## src/rtl/uart_rx.sv

```systemverilog
// uart_rx: mid-bit sampling UART receiver for 7/8 data bits with optional odd/even parity.
// Define UART_RX_MAJORITY_EN to vote each bit 2-of-3 around the nominal sample point.
module uart_rx (
  input  logic        clk,
  input  logic        rst,
  input  logic        rx,
  input  logic        clr,
  input  logic [18:0] k,
  input  logic        eight,
  input  logic        parity_en,
  input  logic        ohel,
  output logic [7:0]  data,
  output logic        RXRDY,
  output logic        PERR,
  output logic        FERR,
  output logic        OVF
);
  typedef enum logic [1:0] {IDLE, START, DATA, DONE} state_t;
  state_t      state_q, state_d;
  logic [1:0]  sync_q;
  logic [18:0] cnt_q, cnt_d, start_c;
  logic [3:0]  idx_q, idx_d, last_idx;
  logic [9:0]  sh_q, sh_d;
  logic [7:0]  data_q, data_d, dat;
  logic        rdy_q, rdy_d, perr_q, perr_d, ferr_q, ferr_d, ovf_q, ovf_d;
  logic        rx_s, bit_v, par;
  assign rx_s = sync_q[1];
`ifdef UART_RX_MAJORITY_EN
  logic [1:0] hist_q;
  always_ff @(posedge clk or posedge rst)
    if (rst) hist_q <= 2'b11;
    else     hist_q <= {hist_q[0], rx_s};
  // Votes over counts c-1, c, c+1; decision lands one cycle after the nominal point.
  assign bit_v   = (rx_s & hist_q[0]) | (rx_s & hist_q[1]) | (hist_q[0] & hist_q[1]);
  assign start_c = {1'b0, k[18:1]} + 19'd1;
`else
  assign bit_v   = rx_s;
  assign start_c = {1'b0, k[18:1]};
`endif
  assign last_idx = 4'd7 + {3'b000, eight} + {3'b000, parity_en};
  // Shift register fills from the MSB, so the stop bit always ends up in bit 9.
  assign dat = eight ? (parity_en ? sh_q[7:0] : sh_q[8:1])
                     : {1'b0, parity_en ? sh_q[7:1] : sh_q[8:2]};
  assign par = sh_q[8];
  always_comb begin
    state_d = state_q;
    cnt_d   = cnt_q + 19'd1;
    idx_d   = idx_q;
    sh_d    = sh_q;
    data_d  = data_q;
    perr_d  = perr_q;
    ferr_d  = ferr_q;
    rdy_d   = rdy_q & ~clr;
    ovf_d   = ovf_q & ~clr;
    case (state_q)
      IDLE: begin
        cnt_d = '0;
        if (!rx_s) state_d = START;
      end
      START: if (cnt_q >= start_c) begin
        cnt_d   = '0;
        idx_d   = '0;
        state_d = bit_v ? IDLE : DATA;
      end
      DATA: if (cnt_q >= k) begin
        cnt_d = '0;
        sh_d  = {bit_v, sh_q[9:1]};
        idx_d = idx_q + 4'd1;
        if (idx_q >= last_idx) state_d = DONE;
      end
      DONE: begin
        state_d = IDLE;
        data_d  = dat;
        perr_d  = parity_en & (^dat ^ par ^ ohel);
        ferr_d  = ~sh_q[9];
        ovf_d   = rdy_q & ~clr;
        rdy_d   = 1'b1;
      end
      default: state_d = IDLE;
    endcase
  end
  always_ff @(posedge clk or posedge rst)
    if (rst) begin
      sync_q  <= 2'b11;
      state_q <= IDLE;
      cnt_q   <= '0;
      idx_q   <= '0;
      sh_q    <= '0;
      data_q  <= '0;
      rdy_q   <= 1'b0;
      perr_q  <= 1'b0;
      ferr_q  <= 1'b0;
      ovf_q   <= 1'b0;
    end else begin
      sync_q  <= {sync_q[0], rx};
      state_q <= state_d;
      cnt_q   <= cnt_d;
      idx_q   <= idx_d;
      sh_q    <= sh_d;
      data_q  <= data_d;
      rdy_q   <= rdy_d;
      perr_q  <= perr_d;
      ferr_q  <= ferr_d;
      ovf_q   <= ovf_d;
    end
  assign data  = data_q;
  assign RXRDY = rdy_q;
  assign PERR  = perr_q;
  assign FERR  = ferr_q;
  assign OVF   = ovf_q;
endmodule

```

## config.mk

```make
export PLATFORM = sky130hd
export DESIGN_NAME = uart_rx
export DESIGN_NICKNAME = d
export VERILOG_FILES = /design/src/rtl/uart_rx.sv
export SDC_FILE = /design/constraint.sdc
export NUM_CORES = 1
export LEC_CHECK = 0
export CAP_MARGIN = 5
export CORE_MARGIN = 8
export CORE_UTILIZATION = 35
export DETAILED_ROUTE_END_ITERATION = 10
export SLEW_MARGIN = 20
export SYNTH_ARGS = -nofsm -noshare
export SYNTH_HDL_FRONTEND = slang
export SYNTH_SLANG_ARGS = --single-unit
```

## constraint.sdc

```tcl
create_clock -name clk -period 2.7 [get_ports clk]
set_input_delay 0.54 -clock clk [delete_from_list [all_inputs] [get_ports clk]]
set_output_delay 0.54 -clock clk [all_outputs]
set_load 0.1 [all_outputs]
```

==> results by group, run 1 <==
Worst hold path
  • Hold path start: sync_q[0]$_DFF_PP1_
  • Worst hold path endpoint: sync_q[1]$_DFF_PP1_
  • Hold path cells: 0
  • HP Class: register to register

Placement
  • Gpl congestion: 0.782
  • Placed insts: 526
  • IO Port Bufs: 37
  • Setup WS pre-CTS: -0.397 ns
  • DPL Wire Length: 5540 um

Critical path
  • Beginning of the worst register-to-register path: cnt_q[14]$_DFF_PP0_
  • CP Max Fanout: 5
  • Worst Reg-to-Reg Cells: 8
  • RR Endpoint: sh_q[2]$_DFFE_PP0P_
  • Critical path arrival: 2.80 ns
  • Critical Path End Type: register
  • Worst setup SP type: input port
  • WS Path Type: input port to register
  • R2R Setup Slk: between 0.1 and 0.15 ns
  • Worst path required time: 2.90 ns

Synthesis
  • Post-synthesis instance total: approximately 340
  • Yosys top cell area share: 35.2%
  • Post-Synth XOR/XNOR Area: approximately 6.7%
  • Most used DFF post-synth: dfrtp_1
  • Post-synthesis adder-cell area fraction: about 16%
  • Synthesized area per cell: between 9 and 10 um2
  • Syn_nets: between 400 and 500
  • Largest area contributor in the netlist: dfrtp_1
  • Synth warnings: 0
  • Synth Area in Simple Gates: 13.0%
  • Synthesized area: about 3300 um2
  • Number of flops mapped to enable cells by yosys: 0
  • Count of cell types in the netlist: 43
  • Ys async rst share: 100%
  • Multiplexer area fraction after synthesis: 9.40%
  • Largest cells by area after synthesis: dfrtp_1 35%, ha_1 16%, mux2_4 4.0%
  • Synth Area in Compound Gates: 12.3%
  • Sequential area share after synthesis: 36.8%
  • Main combinational cell family by area after synthesis: adder cells
  • Post-synthesis register bit count: 49

Power and ir drop
  • Clock Power Share: 21.7%
  • Internal power: 1.55 mW
  • Cell Pwr Density: 586 nW/um2
  • Leakage power: ~2.3 nW
  • IR drop worst, VDD: 0.475 mV
  • Sequential share of power: between 30% and 40%
  • Overall Power: 2.62 mW
  • Switching Share: 40.7%
  • Sw power: 1.07 mW
  • Logic pwr share: 43.1%

STA
  • RSZ-0062 raised after global routing: no
  • Final min period: 2.60 ns
  • Period utilization: 96.2%
  • Fmax: just under 0.4 GHz
  • Final Hold Fails: 0
  • Setup-failing EPs final: 0
  • Clock skew: 0.00972 ns
  • Setup TNS: 0 ns
  • Setup ws final: 0.102 ns
  • Slew HR: 57.5%
  • Slew Viols, Final: 0
  • Worst slew pin tran: 0.637 ns

CTS
  • Root buffer cell: clkbuf_8
  • Hold buffers post-CTS: 0
  • Total CTS buffers: 5
  • CTS tree: yes
  • Clk_lat worst skew: 0.31 ns
  • Clock sink count: 49
  • Clock transition at path regs: 0.10 ns
  • H-tree levels: 2
  • Clk buf depth: 2

Route
  • Post-route ant nets: 0
  • Vias per cell: 4.81
  • DRC viols: 0
  • Vias: 2,606
  • Routed len/inst: 13.6 um
  • Wirelength, routed: 7370 um
  • DRT iter0 DRCs: 87
  • 1st-pass router iterations: 4

Global routing
  • Vias in the first global route: 2,771
  • Largest net degree at the start of global routing: 32
  • Initial antenna violation count: 0
  • Tot GR Track Use: 11.8%
  • First-pass GRT wire length: around 13,000 um
  • Grt ovf: 0

Final layout
  • Nets: 482
  • Layout cells sized above 1: 27.8%
  • Most common cell after layout, fill and taps aside: dfrtp_1
  • Commonest non-fill, non-tap cells in the layout: 47 x dfrtp_1, 46 x buf_4, 34 x ha_1
  • Fin cells: 542
  • ANT cells: 0
  • Area Overhead vs Synth: 33.8%

Floorplan
  • Total die area: ~13,000 um2
  • # IOs: 38
  • Core box area: roughly 9200 um2
  • Chip height: about 110 um
  • Initial Utilization: around 36%
  • Num rows: 35
  • Die width: 114 um

Status
  • Status: finished, final reports clean

Flow run
  • Max-cap violations: 0
## registers in the layout, summed over array words and instances, names as in the netlist, 2 cells and up, named ones only
name and count:
idx_q 4, data 8, cnt_q 19, sync_q 2, sh_q 10
## per-layer routing
| layer | vias up | track usage, % | routed length, um |
|---|---|---|---|
| li1 | 1341 | - | - |
| met1 | 1243 | 15.2 | 3560 |
| met2 | 18 | 19.6 | 3600 |
| met3 | 4 | 2.69 | 154 |
| met4 | 0 | 2.66 | 58 |
| met5 | - | 0 | 0 |
## power by group through the flow
stage | Sequential (mW) | Combinational, mW | Clock (mW)
after floorplan | 1.20 | 0.455 | 0
final | 0.922 | 1.13 | 0.568
after global routing | 0.939 | 1.24 | 0.617
after CTS | 0.924 | 1.07 | 0.589
after global placement | 0.934 | 1.03 | 0
after detailed placement | 0.938 | 1.04 | 0
## worst max path at each step
stage / startpoint / to / cells after the start
after global routing: k[6] / idx_q[3]$_DFFE_PP0P_ / 11
after detailed placement: k[13] / sh_q[0]$_DFFE_PP0P_ / 10
final: k[4] / sh_q[8]$_DFFE_PP0P_ / 11
after floorplan: k[14] / sh_q[0]$_DFFE_PP0P_ / 9
after global placement: k[13] / sh_q[1]$_DFFE_PP0P_ / 10
after CTS: k[18] / sh_q[2]$_DFFE_PP0P_ / 10
## cells in the mapped netlist, types with 3 or more instances
cell type  count
clkbuf_1       4
nor2_1        27
xor2_1        14
a21oi_1       21
and3_1         6
mux2_2         7
nand2_1       19
mux2_4         9
nor2b_1        3
nand2b_1       3
a311oi_1       3
nor3_1         4
o21ai_0       12
nand4_1        5
dfrtp_1       47
xnor2_1        9
buf_2          3
ha_1          44
mux2i_1       10
nand3_1       16
a21o_1        11
inv_1         33
## final cells by class
class                           instances  area [um2]
Sequential cell                        49        1230
Multi-Input combinational cell        246        2140
Clock inverter                          2        41.3
Tap cell                              129         161
Clock buffer                            6        82.6
Timing Repair Buffer                   76         686
Fill cell                             861        4770
Inverter                               34         128
## worst max-delay path: stages
cell and delay [ns]:
clkdlybuf4s50_1 0.45, inv_1 0.05, ha_1 0.31, a21o_1 0.17, a21o_1 0.18, a21oi_2 0.14, o22ai_2 0.10, or2_4 0.28
nand3_4 0.12, buf_16 0.13, mux2_2 0.32
## kinds of logic (layout without fill, tap and decap cells)
logic type / after synthesis / count (layout)
xor+xnor: 24 / 24
mux: 26 / 26
flops: 49 / 49
buf+inv: 43 / 118
simple gates: 89 / 89
compound gates: 63 / 63
fa+ha+maj: 44 / 44
## what timing repair did
| item | CTS | global route |
|---|---|---|
| resized for setup | 12 | 40 |
| endpoints found under the hold margin | 0 | 0 |
| setup buffers | 2 | 4 |
| endpoints found under the setup margin | 17 | 33 |
| pin swaps | 1 | 14 |
| cloned | 2 | 0 |
## metrics by stage
step	area (um2)	hold slack, ns	util [%]
after floorplan	3340	0.345	-
after global placement	4040	0.348	43.7
after detailed placement	4040	0.351	43.7
after CTS	4230	0.372	45.8
after global routing	4470	0.376	48.4
final	4470	0.367	48.4
Power figures use the tool's default switching activity.
==> inputs of run 2 (changes only) <==
Settings changed: SETUP_SLACK_MARGIN from default to 0.05.
Clock period 2.7 ns to 2.75 ns, I/O delays scaled along.
==> run 2 against run 1 <==
  * Utilization shrank 1.4 points
  * Routed wire length up 1.7%
  * Count of clock-buffer cells in the layout did not move
  * Combinational power shrank 6%
  * First-iteration DRC count increased by 25%
  * Largest cell class unchanged
  * Highest routed layer unchanged
==> results by group, run 2 (synthesis gave the netlist of run 1 again) <==
Status
  • Status: finished, final reports clean

Placement
  • Placed insts: 521 (-0.95%)
  • DPL Wire Length: 5500 um (-0.79%)
  • Cell Area, Placed: 4000 um2 (-0.93%)
  • Gpl congestion: 0.763 (-2.4%)
  • IO Port Bufs: 37 (unchanged)
  • Setup WS pre-CTS: -0.379 ns (+0.0176 ns)

Global routing
  • Grt ovf: 0 (unchanged)
  • Vias in the first global route: 2,707 (-2.3%)
  • Largest net degree at the start of global routing: 33 (+3.1%)
  • First-pass GRT wire length: 12,700 um (unchanged)
  • Tot GR Track Use: 11.8% (-0.015 points)
  • Initial antenna violation count: 0 (unchanged)

Floorplan
  • Chip height: 114 um (unchanged)
  • Die width: 114 um (unchanged)
  • # IOs: 38 (unchanged)
  • Total die area: 12,900 um2 (unchanged)
  • Core box area: 9240 um2 (unchanged)
  • Initial Utilization: 36.1% (unchanged)
  • Num rows: 35 (unchanged)

STA
  • Clock skew: 0.0178 ns (+0.00808 ns)
  • Final min period: approximately 2.6 ns
  • Slew Viols, Final: 0 (unchanged)
  • Slew HR: 55.2% (-2.3 points)
  • Worst slew pin tran: 0.671 ns (+0.0342 ns)
  • Setup ws final: 0.134 ns (+0.0323 ns)
  • Fmax: 0.382 GHz
  • Final Hold Fails: 0 (unchanged)
  • Setup-failing EPs final: 0 (unchanged)
  • Period utilization: 95.1%
  • RSZ-0062 raised after global routing: no
  • Setup TNS: 0 ns (unchanged)

Power and ir drop
  • Internal power: 1.37 mW (-12%)
  • Logic pwr share: 44.2% (+1.1 points)
  • Clock Power Share: 17.8% (-3.9 points)
  • Sequential share of power: 38.0% (+2.8 points)
  • IR drop worst, VDD: 0.458 mV (-3.6%)
  • Leakage power: 2.23 nW (-2.8%)
  • Switching Share: 43.0% (+2.3 points)
  • Cell Pwr Density: 554 nW/um2 (-5.5%)
  • Sw power: 1.03 mW (-2.9%)

Final layout
  • Layout filler cell count: 859 (-0.23%)
  • Biggest register: cnt_q
  • Nets: 476 (-1.2%)
  • Most common cell after layout, fill and taps aside: dfrtp_1
  • Commonest non-fill, non-tap cells in the layout: 44 x dfrtp_1, 40 x buf_4, 36 x ha_1
  • Largest register FFs: 19 (unchanged)
  • Post-route cell area: 4340 um2 (-2.9%)
  • Fin cells: 535 (-1.3%)
  • Area Overhead vs Synth: 29.9%
  • Layout cells sized above 1: 25.6% (-2.2 points)
  • ANT cells: 0 (unchanged)

Critical path
  • CP Max Fanout: 5 (unchanged)
  • Critical path arrival: 2.81 ns (about the same)
  • WS Path Type: input port to register
  • Worst setup SP type: input port
  • Worst path required time: 2.95 ns (+0.05 ns)
  • Critical Path End Type: register

Route
  • Vias: 2,631 (+0.96%)
  • DRC viols: 0 (unchanged)
  • DRT iter0 DRCs: 109 (+25%)
  • Routed len/inst: 14.0 um (+3.0%)
  • Vias per cell: 4.92 (+2.3%)
  • Post-route ant nets: 0 (unchanged)
  • Wirelength, routed: 7500 um (+1.7%)
  • 1st-pass router iterations: 5 (+1)

CTS
  • H-tree levels: 2 (unchanged)
  • Clock transition at path regs: 0.09 ns (about the same)
  • Root buffer cell: clkbuf_8
  • Clk buf depth: 2 (unchanged)
  • Clock sink count: 49 (unchanged)
  • Clk_lat worst skew: 0.31 ns (about the same)
  • Total CTS buffers: 5 (unchanged)
  • CTS tree: yes

Flow run
  • Max-cap violations: 0 (unchanged)

Worst hold path
  • HP Class: register to register
run 2: routing by layer:
| layer | up-vias | global-route usage, % | part of all wire (%) | wire (um) |
|---|---|---|---|---|
| li1 | 1321 | - | - | - |
| met1 | 1272 | 15.8 | 50 | 3720 |
| met2 | 32 | 19.0 | 47 | 3530 |
| met3 | 6 | 2.32 | 2.2 | 165 |
| met4 | 0 | 2.84 | 1.1 | 82 |
| met5 | - | 0 | 0 | 0 |
run 2: power groups by stage:
stage | logic [mW] | clock network, mW | registers, mW
detailed placement | 1.00 | 0 | 0.927
floorplan | 0.447 | 0 | 1.18
global placement | 0.991 | 0 | 0.924
finish | 1.06 | 0.427 | 0.913
CTS | 1.04 | 0.442 | 0.913
global route | 1.16 | 0.478 | 0.930
run 2: metrics by stage:
step / hold WS (ns) / power (mW) / utilization [%]
2_1_floorplan: 0.345 / 1.62 / -
3_3_place_gp: 0.347 / 1.91 / 43.3
3_5_place_dp: 0.349 / 1.93 / 43.3
4_1_cts: 0.359 / 2.39 / 45.4
5_1_grt: 0.367 / 2.57 / 47.0
6_report: 0.356 / 2.40 / 47.0
run 2: cell type report:
type	instances	area, um2	share of cell area (%)
clock buffers	6	72.6	1.67
clock inverters	1	8.76	0.202
inverters	34	128	2.94
multi-input cells	246	2100	48.4
flip-flops and latches	49	1230	28.4
well taps	129	161	3.72
repair buffers	70	637	14.7
run 2: critical path, stage by stage:
cell and delay [ns]:
clkdlybuf4s50_1 0.45, inv_1 0.06, ha_1 0.31, a21o_1 0.17, a21o_1 0.19, a21oi_2 0.15, o22ai_2 0.10, or2_4 0.27
nand3_4 0.12, buf_16 0.13, mux2_2 0.32
run 2: worst paths after layout:
check	slack, ns	from	to	cells after the start
setup reg to reg	0.14	cnt_q[17]$_DFF_PP0_	sh_q[6]$_DFFE_PP0P_	8
hold / removal	0.36	sync_q[0]$_DFF_PP1_	sync_q[1]$_DFF_PP1_	0
hold reg to reg	0.36	sync_q[0]$_DFF_PP1_	sync_q[1]$_DFF_PP1_	0
max in group asynchronous	1.48	rst	data[7]$_DFFE_PP0P_	3
setup / recovery	0.13	k[4]	sh_q[8]$_DFFE_PP0P_	11
min in group asynchronous	0.65	rst	state_q[0]$_DFFE_PP0P_	2
run 2: repair_timing:
action / in CTS / in global routing
buffers inserted: 1 / 4
pin swaps: 1 / 9
gates resized for setup: 21 / 27
cloned: 2 / 0
endpoints found under the setup margin: 24 / 33
hold buffers: 0 / 0
==> inputs of run 3 (changes only) <==
Settings changed: ABC_AREA from default to 1.
==> run 3 against run 2 <==
  * Clock skew fell by 0.0036 ns
  * Worst hold slack better by 0.015 ns
  * Largest cell class unchanged
  * Utilization decreased by 5.5 points
  * Register-to-register slack gained 0.53 ns
==> results by group, run 3 <==
STA
  • Final Hold Fails: 0 (unchanged)
  • Setup-failing EPs final: 0 (unchanged)
  • Period utilization: 85.5% (-9.6 points)
  • Final min period: 2.35 ns (-0.264 ns)
  • Worst slew pin tran: 0.749 ns (+0.0783 ns)
  • RSZ-0062 raised after global routing: no
  • Fmax: 0.425 GHz (+11%)
  • Slew Viols, Final: 0 (unchanged)
  • Slew HR: 49.9% (-5.3 points)
  • Setup TNS: 0 ns (unchanged)
  • Clock skew: 0.0142 ns (-0.00359 ns)

Status
  • Status: finished, final reports clean

Synthesis
  • Most used DFF post-synth: dfrtp_1
  • Count of cell types in the netlist: 35 (-19%)
  • Synth warnings: 0 (unchanged)
  • Post-synthesis register bit count: 49 (unchanged)
  • Ys async rst share: 100% (unchanged)
  • Yosys top cell area share: 31.9% (-3.3 points)
  • Largest area contributor in the netlist: dfrtp_1
  • Synthesized area per cell: 7.39 um2 (-25%)
  • Sequential area share after synthesis: 33.3% (-3.5 points)
  • Synthesized area: 3690 um2 (+10%)
  • Most frequent cell after synthesis: nand2_1
  • Synth top cells by count: 149 x nand2_1, 93 x inv_1, 47 x dfrtp_1, 44 x ha_1, 40 x nand3_1
  • Largest cells by area after synthesis: dfrtp_1 32%, nand2_1 15%, ha_1 15%
  • Post-synthesis instance total: 499 (+48%)
  • Syn_nets: 569 (+39%)
  • Number of flops mapped to enable cells by yosys: 0 (unchanged)

Placement
  • DPL Wire Length: 6120 um (+11%)
  • Gpl congestion: 0.849 (+11%)
  • IO Port Bufs: 37 (unchanged)

Route
  • Vias per cell: 4.53 (-7.8%)
  • DRT iter0 DRCs: 121 (+11%)
  • 1st-pass router iterations: 4 (-1)
  • Post-route ant nets: 0 (unchanged)
  • Routed len/inst: 11.1 um (-20%)
  • DRC viols: 0 (unchanged)
  • Wirelength, routed: 7570 um (+0.96%)
  • Vias: 3,079 (+17%)

Floorplan
  • Die width: 119 um (+4.3%)
  • # IOs: 38 (unchanged)
  • Core box area: 10,300 um2 (+11%)
  • Initial Utilization: 35.9% (-0.28 points)
  • Total die area: 14,100 um2 (+8.9%)
  • Chip height: 119 um (+4.3%)
  • Num rows: 37 (+5.7%)

Power and ir drop
  • Cell Pwr Density: 397 nW/um2 (-28%)
  • IR drop worst, VDD: 0.203 mV (-56%)
  • Leakage power: 2.41 nW (+8.0%)

CTS
  • Post-cts sizing count: 0 (-100%)
  • Clk buf depth: 2 (unchanged)
  • CTS tree: yes
  • Hold buffers post-CTS: 0 (unchanged)
  • Post-CTS setup buffers: 0 (-1)
  • H-tree levels: 2 (unchanged)
  • Clk_lat worst skew: 0.31 ns (about the same)
  • Total CTS buffers: 5 (unchanged)
  • Clock transition at path regs: 0.09 ns (about the same)
  • Clock sink count: 49 (unchanged)
  • Root buffer cell: clkbuf_8

Final layout
  • Layout Utilization: 41.4% (-5.5 points)
  • ANT cells: 0 (unchanged)
  • Largest register FFs: 19 (unchanged)
  • Area Overhead vs Synth: 15.5%
  • Area of the multi-input gates: 2020 um2 (-4.0%)
  • Nets: 612 (+29%)
  • Commonest non-fill, non-tap cells in the layout: 149 x nand2_1, 92 x inv_1, 47 x dfrtp_1
  • Biggest register: cnt_q
  • Reg area: 1230 um2 (-0.30%)
  • Most common cell after layout, fill and taps aside: nand2_1
  • Layout filler cell count: 1,060 (+23%)
  • Layout cells sized above 1: 8.29% (-17 points)

Critical path
  • Worst path required time: 2.95 ns (about the same)
  • Critical path arrival: 2.55 ns (-0.26 ns)
  • Critical Path End Type: register
  • CP Max Fanout: 20 (+15)
  • Worst setup SP type: input port
  • WS Path Type: input port to register

Global routing
  • Tot GR Track Use: 11.1% (-0.67 points)
  • Initial antenna violation count: 0 (unchanged)
  • Vias in the first global route: 2,957 (+9.2%)
  • Largest net degree at the start of global routing: 29 (-12%)
  • Grt ovf: 0 (unchanged)
  • First-pass GRT wire length: 13,400 um (+5.8%)

Flow run
  • Max-cap violations: 0 (unchanged)

Worst hold path
  • HP Class: register to register
[run 3: changes by cell type in the layout (fill, tap and decap cells not counted), moves of 9 or more]
cell	delta
clkdlybuf4s50_1	+12
mux2_4	-9
inv_1	+68
a21o_1	-10
nand2_1	+130
mux2i_1	-10
nand3_1	+24
buf_4	-20
[run 3: worst max-delay path, stage by stage]
cell and delay [ns]:
clkdlybuf4s50_1 0.45, inv_1 0.05, ha_1 0.29, nand2_1 0.07, nor2_1 0.14, nor3b_1 0.27
nand3_1 0.17, nand3_2 0.12, nand2_1 0.07, buf_4 0.21, nor2_1 0.11, a21oi_1 0.04
[run 3: cell type report]
type,count,share of cell area (%)
multi-input cells,347,47.3
flip-flops and latches,49,28.8
repair buffers,45,9.40
inverters,94,8.28
well taps,136,4.00
clock buffers,5,1.62
clock inverters,3,0.529
[run 3: cell families after synthesis]
logic type	synth area share [%]
and+or+nand+nor	27.3
DFF	33.3
AOI/OAI and AO/OA	7.67
buffers and inverters	12.0
xor gates and xnor gates	4.75
adders and majority gates	14.9
[run 3: final timing paths]
check | startpoint | to | slack, ns | cells past startpoint
hold / removal | sync_q[0]$_DFF_PP1_ | sync_q[1]$_DFF_PP1_ | 0.37 | 0
hold reg to reg | sync_q[0]$_DFF_PP1_ | sync_q[1]$_DFF_PP1_ | 0.37 | 0
min in group asynchronous | rst | data[6]$_DFFE_PP0P_ | 0.62 | 2
setup / recovery | k[10] | sh_q[4]$_DFFE_PP0P_ | 0.40 | 12
setup reg to reg | cnt_q[10]$_DFF_PP0_ | sh_q[4]$_DFFE_PP0P_ | 0.67 | 10
max in group asynchronous | rst | cnt_q[3]$_DFF_PP0_ | 1.51 | 3
[run 3: power by group]
| group | switching (mW) | internal [mW] | total [mW] |
|---|---|---|---|
| Sequential | 0.0618 | 0.765 | 0.826 |
| Combinational | 0.234 | 0.190 | 0.424 |
| Clock | 0.261 | 0.179 | 0.440 |
| Total | 0.557 | 1.13 | 1.69 |
[run 3: routing by layer]
layer | routed length (um) | track usage (%) | part of all wire [%]
met5 | 0 | 0 | 0
met1 | 3870 | 14.5 | 51
met2 | 3470 | 18.5 | 46
met4 | 96 | 3.32 | 1.3
met3 | 131 | 1.76 | 1.7
[run 3: per-stage QoR]
stage          setup slack (ns)  instances  hold WS (ns)  total power [mW]  cell area [um2]
3_3_place_gp             0.0583        671         0.347              1.26             4170
5_1_grt                   0.251        679         0.370              1.82             4260
2_1_floorplan             0.734        499         0.345              1.15             3690
6_report                  0.398        679         0.371              1.69             4260
4_1_cts                   0.380        679         0.368              1.71             4260
3_5_place_dp             0.0604        671         0.348              1.27             4170
